File: src/rtl/fifo_ptr_ctrl_if.sv
// Handshake bundle between producer/consumer, the FIFO pointer controller and the storage RAM.
// The err_clr/overflow/underflow signals exist only when FIFO_CTRL_ERR_EN is defined.
interface fifo_ptr_ctrl_if #(
  parameter int ADDR_W = 4
);
  logic              wr_req;
  logic              rd_req;
  logic              wr_en;
  logic [ADDR_W-1:0] wr_addr;
  logic              rd_en;
  logic [ADDR_W-1:0] rd_addr;
  logic              rd_valid;
  logic              full;
  logic              empty;
  logic              almost_full;
  logic              almost_empty;
  logic [ADDR_W:0]   count;
`ifdef FIFO_CTRL_ERR_EN
  logic              err_clr;
  logic              overflow;
  logic              underflow;
`endif

  // Requester side: drives requests, observes strobes, addresses and flags.
  modport master (
    output wr_req, rd_req,
`ifdef FIFO_CTRL_ERR_EN
    output err_clr,
    input  overflow, underflow,
`endif
    input  wr_en, wr_addr, rd_en, rd_addr, rd_valid,
    input  full, empty, almost_full, almost_empty, count
  );

  // Controller side.
  modport slave (
    input  wr_req, rd_req,
`ifdef FIFO_CTRL_ERR_EN
    input  err_clr,
    output overflow, underflow,
`endif
    output wr_en, wr_addr, rd_en, rd_addr, rd_valid,
    output full, empty, almost_full, almost_empty, count
  );
endinterface

File: src/rtl/fifo_ptr_ctrl.sv
// Write/read pointer and occupancy-flag controller for a synchronous 1R1W FIFO.
// Optional sticky overflow/underflow error flags are enabled by defining FIFO_CTRL_ERR_EN.
module fifo_ptr_ctrl #(
  parameter int ADDR_W   = 4,
  parameter int AF_LEVEL = 14,
  parameter int AE_LEVEL = 2
) (
  input  logic            clock,
  input  logic            reset_n,
  fifo_ptr_ctrl_if.slave  bus
);
  localparam int PW = ADDR_W + 1;
  localparam logic [PW-1:0] ONE_C      = PW'(1);
  localparam logic [PW-1:0] ZERO_C     = PW'(0);
  localparam logic [PW-1:0] AF_LEVEL_C = PW'(AF_LEVEL);
  localparam logic [PW-1:0] AE_LEVEL_C = PW'(AE_LEVEL);

  logic [PW-1:0] wr_ptr_r;
  logic [PW-1:0] rd_ptr_r;
  logic [PW-1:0] count_r;
  logic          full_r;
  logic          empty_r;
  logic          almost_full_r;
  logic          almost_empty_r;
  logic          rd_valid_r;

  logic          wa_s;
  logic          ra_s;
  logic [PW-1:0] wr_ptr_nxt_s;
  logic [PW-1:0] rd_ptr_nxt_s;
  logic [PW-1:0] count_nxt_s;
  logic          full_nxt_s;
  logic          empty_nxt_s;

  // Accepts are gated only by the registered flags, never by the opposite request.
  assign wa_s = bus.wr_req & ~full_r;
  assign ra_s = bus.rd_req & ~empty_r;

  // Next-state pointers and the occupancy/flags they imply.
  always_comb begin
    wr_ptr_nxt_s = wr_ptr_r;
    rd_ptr_nxt_s = rd_ptr_r;
    if (wa_s) begin
      wr_ptr_nxt_s = wr_ptr_r + ONE_C;
    end else begin
      wr_ptr_nxt_s = wr_ptr_r;
    end
    if (ra_s) begin
      rd_ptr_nxt_s = rd_ptr_r + ONE_C;
    end else begin
      rd_ptr_nxt_s = rd_ptr_r;
    end
    count_nxt_s = wr_ptr_nxt_s - rd_ptr_nxt_s;
    empty_nxt_s = (wr_ptr_nxt_s == rd_ptr_nxt_s);
    full_nxt_s  = (wr_ptr_nxt_s[ADDR_W] != rd_ptr_nxt_s[ADDR_W]) &&
                  (wr_ptr_nxt_s[ADDR_W-1:0] == rd_ptr_nxt_s[ADDR_W-1:0]);
  end

  // Pointer, occupancy, flag and read-valid registers; flags are registered copies of pointer-derived state.
  always_ff @(posedge clock or negedge reset_n) begin
    if (!reset_n) begin
      wr_ptr_r       <= ZERO_C;
      rd_ptr_r       <= ZERO_C;
      count_r        <= ZERO_C;
      full_r         <= 1'b0;
      empty_r        <= 1'b1;
      almost_full_r  <= 1'b0;
      almost_empty_r <= 1'b1;
      rd_valid_r     <= 1'b0;
    end else begin
      wr_ptr_r       <= wr_ptr_nxt_s;
      rd_ptr_r       <= rd_ptr_nxt_s;
      count_r        <= count_nxt_s;
      full_r         <= full_nxt_s;
      empty_r        <= empty_nxt_s;
      almost_full_r  <= (count_nxt_s >= AF_LEVEL_C);
      almost_empty_r <= (count_nxt_s <= AE_LEVEL_C);
      rd_valid_r     <= ra_s;
    end
  end

  assign bus.wr_en        = wa_s;
  assign bus.rd_en        = ra_s;
  assign bus.wr_addr      = wr_ptr_r[ADDR_W-1:0];
  assign bus.rd_addr      = rd_ptr_r[ADDR_W-1:0];
  assign bus.rd_valid     = rd_valid_r;
  assign bus.count        = count_r;
  assign bus.full         = full_r;
  assign bus.empty        = empty_r;
  assign bus.almost_full  = almost_full_r;
  assign bus.almost_empty = almost_empty_r;

`ifdef FIFO_CTRL_ERR_EN
  logic overflow_r;
  logic underflow_r;

  // Sticky error flags; a clear request beats a same-cycle set.
  always_ff @(posedge clock or negedge reset_n) begin
    if (!reset_n) begin
      overflow_r  <= 1'b0;
      underflow_r <= 1'b0;
    end else if (bus.err_clr) begin
      overflow_r  <= 1'b0;
      underflow_r <= 1'b0;
    end else begin
      if (bus.wr_req && full_r) begin
        overflow_r <= 1'b1;
      end
      if (bus.rd_req && empty_r) begin
        underflow_r <= 1'b1;
      end
    end
  end

  assign bus.overflow  = overflow_r;
  assign bus.underflow = underflow_r;
`endif

endmodule

File: src/flat_wrapper.sv
// flat-port wrapper written by rule: the top's interface ports become plain ports
module fifo_ptr_ctrl_flat 
#(
  parameter int ADDR_W   = 4,
  parameter int AF_LEVEL = 14,
  parameter int AE_LEVEL = 2
)
  (clock, reset_n, bus_wr_req, bus_rd_req, bus_wr_en, bus_wr_addr, bus_rd_en, bus_rd_addr, bus_rd_valid, bus_full, bus_empty, bus_almost_full, bus_almost_empty, bus_count);
  fifo_ptr_ctrl_if #(.ADDR_W(ADDR_W)) bus_i ();
  input  logic clock;
  input  logic reset_n;
  input wire logic [$bits(bus_i.wr_req)-1:0] bus_wr_req;
  input wire logic [$bits(bus_i.rd_req)-1:0] bus_rd_req;
  output wire logic [$bits(bus_i.wr_en)-1:0] bus_wr_en;
  output wire logic [$bits(bus_i.wr_addr)-1:0] bus_wr_addr;
  output wire logic [$bits(bus_i.rd_en)-1:0] bus_rd_en;
  output wire logic [$bits(bus_i.rd_addr)-1:0] bus_rd_addr;
  output wire logic [$bits(bus_i.rd_valid)-1:0] bus_rd_valid;
  output wire logic [$bits(bus_i.full)-1:0] bus_full;
  output wire logic [$bits(bus_i.empty)-1:0] bus_empty;
  output wire logic [$bits(bus_i.almost_full)-1:0] bus_almost_full;
  output wire logic [$bits(bus_i.almost_empty)-1:0] bus_almost_empty;
  output wire logic [$bits(bus_i.count)-1:0] bus_count;
  assign bus_i.wr_req = bus_wr_req;
  assign bus_i.rd_req = bus_rd_req;
  assign bus_wr_en = bus_i.wr_en;
  assign bus_wr_addr = bus_i.wr_addr;
  assign bus_rd_en = bus_i.rd_en;
  assign bus_rd_addr = bus_i.rd_addr;
  assign bus_rd_valid = bus_i.rd_valid;
  assign bus_full = bus_i.full;
  assign bus_empty = bus_i.empty;
  assign bus_almost_full = bus_i.almost_full;
  assign bus_almost_empty = bus_i.almost_empty;
  assign bus_count = bus_i.count;
  fifo_ptr_ctrl #(.ADDR_W(ADDR_W), .AF_LEVEL(AF_LEVEL), .AE_LEVEL(AE_LEVEL)) u_core (.clock(clock), .reset_n(reset_n), .bus(bus_i));
endmodule
File: config.mk
export PLATFORM = sky130hd
export DESIGN_NAME = fifo_ptr_ctrl_flat
export DESIGN_NICKNAME = d
export VERILOG_FILES = /design/src/rtl/fifo_ptr_ctrl_if.sv /design/src/rtl/fifo_ptr_ctrl.sv /design/src/flat_wrapper.sv
export SDC_FILE = /design/constraint.sdc
export NUM_CORES = 1
export LEC_CHECK = 0
export BUFFER_PORTS_ARGS = -buffer_cell sky130_fd_sc_hd__buf_2
export CORE_UTILIZATION = 50
export CTS_BUF_LIST = sky130_fd_sc_hd__clkbuf_2
export DETAILED_ROUTE_END_ITERATION = 6
export GPL_TIMING_DRIVEN = 0
export PLACE_DENSITY = 0.75
export SLEW_MARGIN = 40
export SYNTH_ARGS = -nofsm -noshare
export SYNTH_HDL_FRONTEND = slang
export SYNTH_SLANG_ARGS = --single-unit
File: constraint.sdc
create_clock -name clock -period 4.77 [get_ports clock]
set_clock_uncertainty 0.05 [all_clocks]
set_input_delay 0.477 -clock clock [delete_from_list [all_inputs] [get_ports clock]]
set_output_delay 0.477 -clock clock [all_outputs]
set_load 0.05 [all_outputs]
# Word-level counts from Yosys, hierarchy flattened
# Cells that the tools add are included.
# classes
n_reduce_logical	1
order_cmp	2
n_mux	2
add_sub_neg	3
n_bitwise	4
n_eq_ne	3
# op_table
op	count
$add A5 B1 Y5 const B	2
$mux W5	2
$eq A5 B5 Y1	1
$ge A5 B4 Y1 const B	1
$le A5 B2 Y1 const B	1
$sub A5 B5 Y5	1
$eq A4 B4 Y1	1
$and A1 B1 Y1	2
$not A1 Y1	2
$logic_and A1 B1 Y1	1
$ne A1 B1 Y1	1
# word_totals
out_inout_bits	20
register_bits	20
input_bits	4

# Longest topological paths before layout
# Gate-level depths: netlist of the first run.
# logic_depth
word_depth	5
mapped_depth	9

# Least setup slack after synthesis of the first run
# OpenSTA, ideal clock, no wires.
# synth_timing
path_type	flip-flop to flip-flop
start	reg u_core.empty_r, in the netlist u_core.bus.empty
end	reg u_core.almost_empty_r, in the netlist u_core.bus.almost_empty
t_arrival_ns	2.814
slack_ns	1.844
setup_time_ns	0.062
required_ns	4.658
path_stages_with_launch	10
synth_period_minus_slack_ns	2.926
n_path_buf	1
path_cell_list	dfstp_2 > nor2b_1 > buf_2 > xor2_1 > ha_1 > fa_1 > maj3_2 > maj3_2 > xor2_1 > o2111a_1
# synth_between
elab_chain_cells	5
# synth_rtl
item	line_no	source
start: declaration	fifo_ptr_ctrl.sv:22	logic empty_r;
start signal: assignment	fifo_ptr_ctrl.sv:75	empty_r <= empty_nxt_s;
$not A1 Y1	fifo_ptr_ctrl.sv:37	assign ra_s = bus.rd_req & ~empty_r;
$and A1 B1 Y1	fifo_ptr_ctrl.sv:37	
via bus_rd_en	flat_wrapper.sv:16	output wire logic [$bits(bus_i.rd_en)-1:0] bus_rd_en;
$mux W5	fifo_ptr_ctrl.sv:48	if (ra_s) begin
via u_core.rd_ptr_nxt_s[0]	fifo_ptr_ctrl.sv:30	logic [PW-1:0] rd_ptr_nxt_s;
$sub A5 B5 Y5	fifo_ptr_ctrl.sv:53	count_nxt_s = wr_ptr_nxt_s - rd_ptr_nxt_s;
$le A5 B2 Y1	fifo_ptr_ctrl.sv:77	almost_empty_r <= (count_nxt_s <= AE_LEVEL_C);
end signal: assignment	fifo_ptr_ctrl.sv:77	
end: declaration	fifo_ptr_ctrl.sv:24	logic almost_empty_r;
# The timed path passes the listed nets, and every way through them passes these cells.

# Worst setup path in the final report of the first run
# layout_timing
start	reg u_core.empty_r, in the netlist u_core.bus.empty
end	reg u_core.almost_empty_r, in the netlist u_core.bus.almost_empty
# layout_between
elab_chain_cells	5
# layout_rtl
item	line_no
$not A1 Y1	fifo_ptr_ctrl.sv:37
$and A1 B1 Y1	fifo_ptr_ctrl.sv:37
$mux W5	fifo_ptr_ctrl.sv:48
via u_core.rd_ptr_nxt_s[0]	fifo_ptr_ctrl.sv:30
$sub A5 B5 Y5	fifo_ptr_ctrl.sv:53
$le A5 B2 Y1	fifo_ptr_ctrl.sv:77
# The timed path passes the listed nets, and every way through them passes these cells.

==> results of run 1 <==
[sequential cells by signal, summed over array words and instances, names as in the netlist]
signal,count
u_core.rd_ptr_r,5
u_core.bus.count,5
u_core.bus.almost_full,1
u_core.bus.rd_valid,1
u_core.wr_ptr_r,5
u_core.bus.empty,1
u_core.bus.full,1
u_core.bus.almost_empty,1
[final timing paths]
path / from / end / depth (start not counted)
worst max-delay path: u_core.bus.empty / u_core.bus.almost_empty / 9
worst min-delay path: reset_n / u_core.bus.almost_full / 1
worst max register to register: u_core.bus.empty / u_core.bus.almost_empty / 9
worst min register to register: u_core.wr_ptr_r[4] / u_core.wr_ptr_r[4] / 1
max in group asynchronous: reset_n / u_core.bus.empty / 1
min in group clock: u_core.wr_ptr_r[4] / u_core.wr_ptr_r[4] / 1
[metal layers]
metal	wire (um)	up-vias	track usage, %
li1	-	307	-
met2	704	13	25.2
met3	41	4	3.40
met1	683	288	21.2
met4	26	0	6.67
met5	0	-	0
[logic make-up after synthesis]
kind of cell,share of synthesized area (%)
AO/OA/AOI/OAI,2.28
adder cells (fa/ha/maj),9.86
AND/OR/NAND/NOR,8.65
multiplexers,2.04
flip-flops,48.3
XOR/XNOR,17.9
buffers and inverters,10.9
[worst reg2reg max path: cells and delay by family, from the launching register on]
family          cells  cell delay, ps
flops               1             570
xor+xnor            2             420
fa+ha+maj           4            1280
compound gates      1             240
buf+inv             1             160
simple gates        1              40
[per-stage QoR]
| step | std cells | util (%) | setup slack (ps) | cell area, sq um | hold slack (ps) |
|---|---|---|---|---|---|
| after global routing | 136 | 61.6 | 1820 | 1210 | 31.3 |
| after floorplan | 82 | - | 1840 | 1040 | 131 |
| final | 136 | 61.6 | 1960 | 1210 | 44.0 |
| after CTS | 136 | 61.6 | 1960 | 1210 | 42.7 |
| after global placement | 132 | 60.7 | 1870 | 1190 | 389 |
| after detailed placement | 132 | 60.7 | 1840 | 1190 | 387 |
[cell usage in the layout (no fill, tap or decap), drive strengths merged, types with 3 or more instances in the layout]
cell type | synthesis | routed
buf | 9 | 32
clkbuf | 0 | 3
dfrtp | 18 | 18
ha | 4 | 4
inv | 13 | 13
maj3 | 3 | 3
xnor2 | 10 | 10
xor2 | 4 | 4
[cell type report]
type,count,area (sq um),share of cell area (%)
Tap cell,27,33.8,2.80
Buffer,9,65.1,5.38
Timing Repair Buffer,23,115,9.52
Clock buffer,3,15.0,1.24
Multi-Input combinational cell,40,424,35.1
Clock inverter,1,3.75,0.311
Inverter,13,48.8,4.04
Sequential cell,20,503,41.6
==> metrics.md, run 1 <==
| Metric | Value |
|---|---|
| Status | `finished with violations` |
| Failing checks | `design-rule violations` |
| Synth Warn # | `0` |
| Worst Tran Pin Value | `424 ps` |
| Setup TNS | `0 ps` |
| Cts hold-fix bufs | `0` |
| Post-Syn Nets | `91` |
| Critical path endpoint category | `flip-flop` |
| Main flop type after synthesis | `dfrtp_1` |
| GPL Wtd Cong | `~0.85` |
| Worst-Skew Late Latency | `between 200 and 300 ps` |
| GR Util All Layers | `~16%` |
| Drt drc | `1` |
| Data arrival, critical path | `roughly 3000 ps` |
| CTS H-tree lvls | `1` |
| Die Ht | `about 48 um` |
| Synth top area share | `between 40 and 50%` |
| Average size of a mapped cell | `between 10 and 15 sq um` |
| Vias in the first global route | `slightly below 600` |
| Number of synthesized register bits | `20` |
| Worst path buffer plus inverter count | `1` |
| CTS tree | `done` |
| DR WL/cell | `~11 um` |
| Delay-heaviest family, CP | `adder cells` |
| # diodes | `0` |
| Max stage delay on crit path | `570 ps` |
| Unrepaired setup endpoints after global routing | `false` |
| CP Class | `flip-flop to flip-flop` |
| Number of top-level pins | `24` |
| PortBufs | `23` |
| Final worst path period share | `a little under 60%` |
| Netlist cell types | `28` |
| Clk root buf | `clkbuf_2` |
| Post-route ant nets | `0` |
| Seq/Total Area, Yosys | `just under 50%` |
| Final Max Tran Viols | `0` |
| Async SR Flop Fraction | `100%` |
| Cts bufs inserted | `3` |
| Crit path max-delay cell type | `dfstp_2` |
| Worst-path fanout max | `6` |
| CP Cell Sequence | `nor2b_1 -> buf_2 -> xor2_1 -> ha_1 -> fa_1 -> maj3_2 -> maj3_2 -> xor2_1 -> o2111a_1` |
| Share of cells above drive strength 1 | `around 45%` |
| Final hold vios | `0` |
| Reg2Reg Setup Slack | `approximately 2000 ps` |
| Most instantiated library cell after synthesis | `dfrtp_1` |
| Post-synthesis cell area | `~1000 sq um` |
| Most frequent cells after synthesis | `18 x dfrtp_1, 13 x inv_1, 8 x buf_4` |
| Total wire length | `1.46 mm` |
| Number of vias in the routed layout | `~610` |
| First-pass GRT wire length | `2.49 mm` |
| HP Class | `primary input to async pin` |
| Die ar. | `~2300 sq um` |
| Initial antenna violation count | `0` |
| Final Setup Violations | `0` |
| 1st-iter DRT viols | `5` |
| Relative slew slack | `71.7%` |
| Worst Path Required | `slightly below 5000 ps` |
| Max Cap Viol | `0` |
| Min Tclk post-route | `2810 ps` |
| Core area | `1960 sq um` |
| Width of the die | `47.6 um` |
| Rows | `16` |
| Vias per Instance | `4.50` |
| Number of flops mapped to enable cells by yosys | `0` |
| Fillers | `173` |
| HPWL Detailed | `approximately 1.2 mm` |
| Mapped Cells | `82` |
| Largest net degree at the start of global routing | `21` |
| Grt total ovfl | `0` |
| Clock sink count | `20` |
| Initial core utilization | `53.1%` |
| Max Root-Sink Buffers | `2` |
| # resized after CTS | `0` |
| Top cell type by total area after synthesis | `dfrtp_1` |
| Fmax | `around 360 MHz` |
| Final nets | `~120` |
| Area contributors post-synth | `dfrtp_1 43%, xnor2_2 7.8%, buf_4 5.8%` |
| Setup bufs post-CTS | `0` |
| Worst-path clk slew | `170 ps` |
| Synth-to-Final Area Change | `16.1%` |
| Startpoint types | `flip-flop` |
| Drt first pass iters | `6` |
Power of run 1 is not shown: default switching activity piles up to over one toggle a cycle in this logic, so the estimate is an artifact.
==> inputs of run 2 (changes only) <==
Clock period 4.77 ns to 2.85 ns, I/O delays scaled along.
==> run 2 against run 1 <==
The run still ends with design-rule violations left. Setup slack got worse by 1800 ps. Core utilization is 1.1 points higher. Cell area increased by 1.9%. Final cell count up 0.74%. Critical path type unchanged. Largest cell class unchanged.
==> metrics.md, run 2 (same netlist as run 1, synthesis figures left out) <==
| Metric | Value |
|---|---|
| # diodes | `0` |
| Commonest non-fill, non-tap cell in the layout | `buf_2` |
| Cts bufs inserted | `3` |
| Relative slew slack | `71.3%` |
| Fmax | `~370 MHz` |
| Grt total ovfl | `0` |
| Max stage delay on crit path | `580 ps` |
| Drt first pass iters | `6` |
| Die Ht | `47.6 um` |
| Startpoint types | `flip-flop` |
| Worst Path Required | `3070 ps` |
| Final Setup Violations | `0` |
| Largest net degree at the start of global routing | `21` |
| Number of top-level pins | `24` |
| Fillers | `about 160` |
| Worst r2r src | `u_core.bus.empty` |
| Total wire length | `approximately 1.5 mm` |
| Final nets | `120` |
| Vias per Instance | `4.46` |
| Util after Layout | `between 60% and 70%` |
| HPWL Detailed | `~1.2 mm` |
| CTS tree | `done` |
| Multi-input logic area | `around 430 sq um` |
| Worst reg2reg path depth | `9` |
| RR Endpoint | `u_core.bus.almost_empty` |
| CP Class | `flip-flop to flip-flop` |
| Unrepaired setup endpoints after global routing | `false` |
| Width of the die | `47.6 um` |
| Final hold vios | `0` |
| Worst-path fanout max | `6` |
| Failing checks | `design-rule violations` |
| Final worst path period share | `between 90% and 100%` |
| GR Util All Layers | `between 10% and 20%` |
| Commonest cells after routing, fill and taps aside | `23 x buf_2, 18 x dfrtp_1, 13 x inv_1, 9 x buf_4, 5 x xnor2_2` |
| Crit path max-delay cell type | `dfstp_2` |
| Worst Tran Pin Value | `between 400 and 500 ps` |
| Final Max Tran Viols | `0` |
| Number of vias in the routed layout | `approximately 600` |
| GPL Wtd Cong | `0.784` |
| Data arrival, critical path | `between 2000 and 3000 ps` |
| CP Launch Point | `u_core.bus.empty` |
| DR WL/cell | `roughly 11 um` |
| Post-route ant nets | `0` |
| Reg2Reg Setup Slack | `around 160 ps` |
| Initial antenna violation count | `0` |
| Drt drc | `1` |
| Vias in the first global route | `roughly 570` |
| Initial core utilization | `a little over half` |
| Worst-Skew Late Latency | `between 300 and 400 ps` |
| CP Cell Sequence | `nor2b_1 -> buf_4 -> xor2_1 -> ha_1 -> fa_2 -> maj3_2 -> maj3_2 -> xor2_2 -> o2111a_1` |
| Min Tclk post-route | `between 2000 and 3000 ps` |
| First-pass GRT wire length | `between 2 and 3 mm` |
| Critical path endpoint category | `flip-flop` |
| Clock sink count | `20` |
| HP Class | `primary input to flip-flop` |
| Worst-path clk slew | `180 ps` |
| Crit path to | `u_core.bus.almost_empty` |
| Fin Hold WS | `roughly 240 ps` |
| PortBufs | `23` |
| Final worst slack | `about 160 ps` |
| FF+latch area | `approximately 500 sq um` |
| Max Root-Sink Buffers | `2` |
| Rows | `16` |
| Die ar. | `between 2000 and 2500 sq um` |
| Synth-to-Final Area Change | `18.3%` |
| 1st-iter DRT viols | `8` |
| Setup WS pre-CTS | `roughly 140 ps` |
| Clk root buf | `clkbuf_2` |
| Setup TNS | `0 ps` |
| Max Cap Viol | `0` |
| Status | `finished with violations` |
| Core area | `1960 sq um` |
| Crit path top cell by count | `maj3_2` |
| Share of cells above drive strength 1 | `between 40% and 50%` |
| CTS H-tree lvls | `1` |
run 2: changes by cell type in the layout (fill, tap and decap cells not counted), sizes merged:
| cell | delta |
|---|---|
| dlygate4sd3 | +1 |
run 2: repair_timing:
action | CTS | global route
hold endpoints to repair | 18 | 0
endpoints found under the setup margin | 0 | 1
hold buffers | 1 | 0
setup buffers | 0 | 0
resized for setup | 0 | 1
run 2: critical path, delay by kind of cell, from the launching register on:
family / cells / cell delay (ps)
flops: 1 / 580
compound gates: 1 / 220
buf+inv: 1 / 150
xor+xnor: 2 / 350
fa+ha+maj: 4 / 1260
simple gates: 1 / 40
run 2: layout make-up:
cell class | count | area share, %
multi-input cells | 40 | 35.3
repair buffers | 24 | 10.2
clock inverters | 1 | 0.305
inverters | 13 | 3.96
flip-flops and latches | 20 | 40.9
plain buffers | 9 | 5.49
clock buffers | 3 | 1.22
well taps | 27 | 2.74
run 2: layer usage:
metal	GRT usage (%)	up-vias	part of all wire, %
met1	22.2	291	45
li1	-	306	-
met2	26.0	12	51
met3	2.26	2	3.0
met4	10.0	0	1.5
met5	0	-	0
run 2: how the worst min path moves through the flow:
stage                     from                endpoint  slack, ps  cells after the start
floorplan              reset_n  u_core.bus.almost_full        -60                      0
global placement       reset_n      u_core.wr_ptr_r[0]        190                      1
detailed placement     reset_n      u_core.wr_ptr_r[0]        200                      1
CTS                 bus_wr_req      u_core.wr_ptr_r[0]        220                      3
global route        bus_wr_req      u_core.wr_ptr_r[0]        250                      3
finish              bus_wr_req      u_core.wr_ptr_r[0]        240                      3
run 2: stage by stage:
step	std cells	area (sq um)
CTS	137	1230
global route	137	1230
finish	137	1230
detailed placement	132	1200
floorplan	82	1050
global placement	132	1200
Power of run 2 is left out for the same reason.
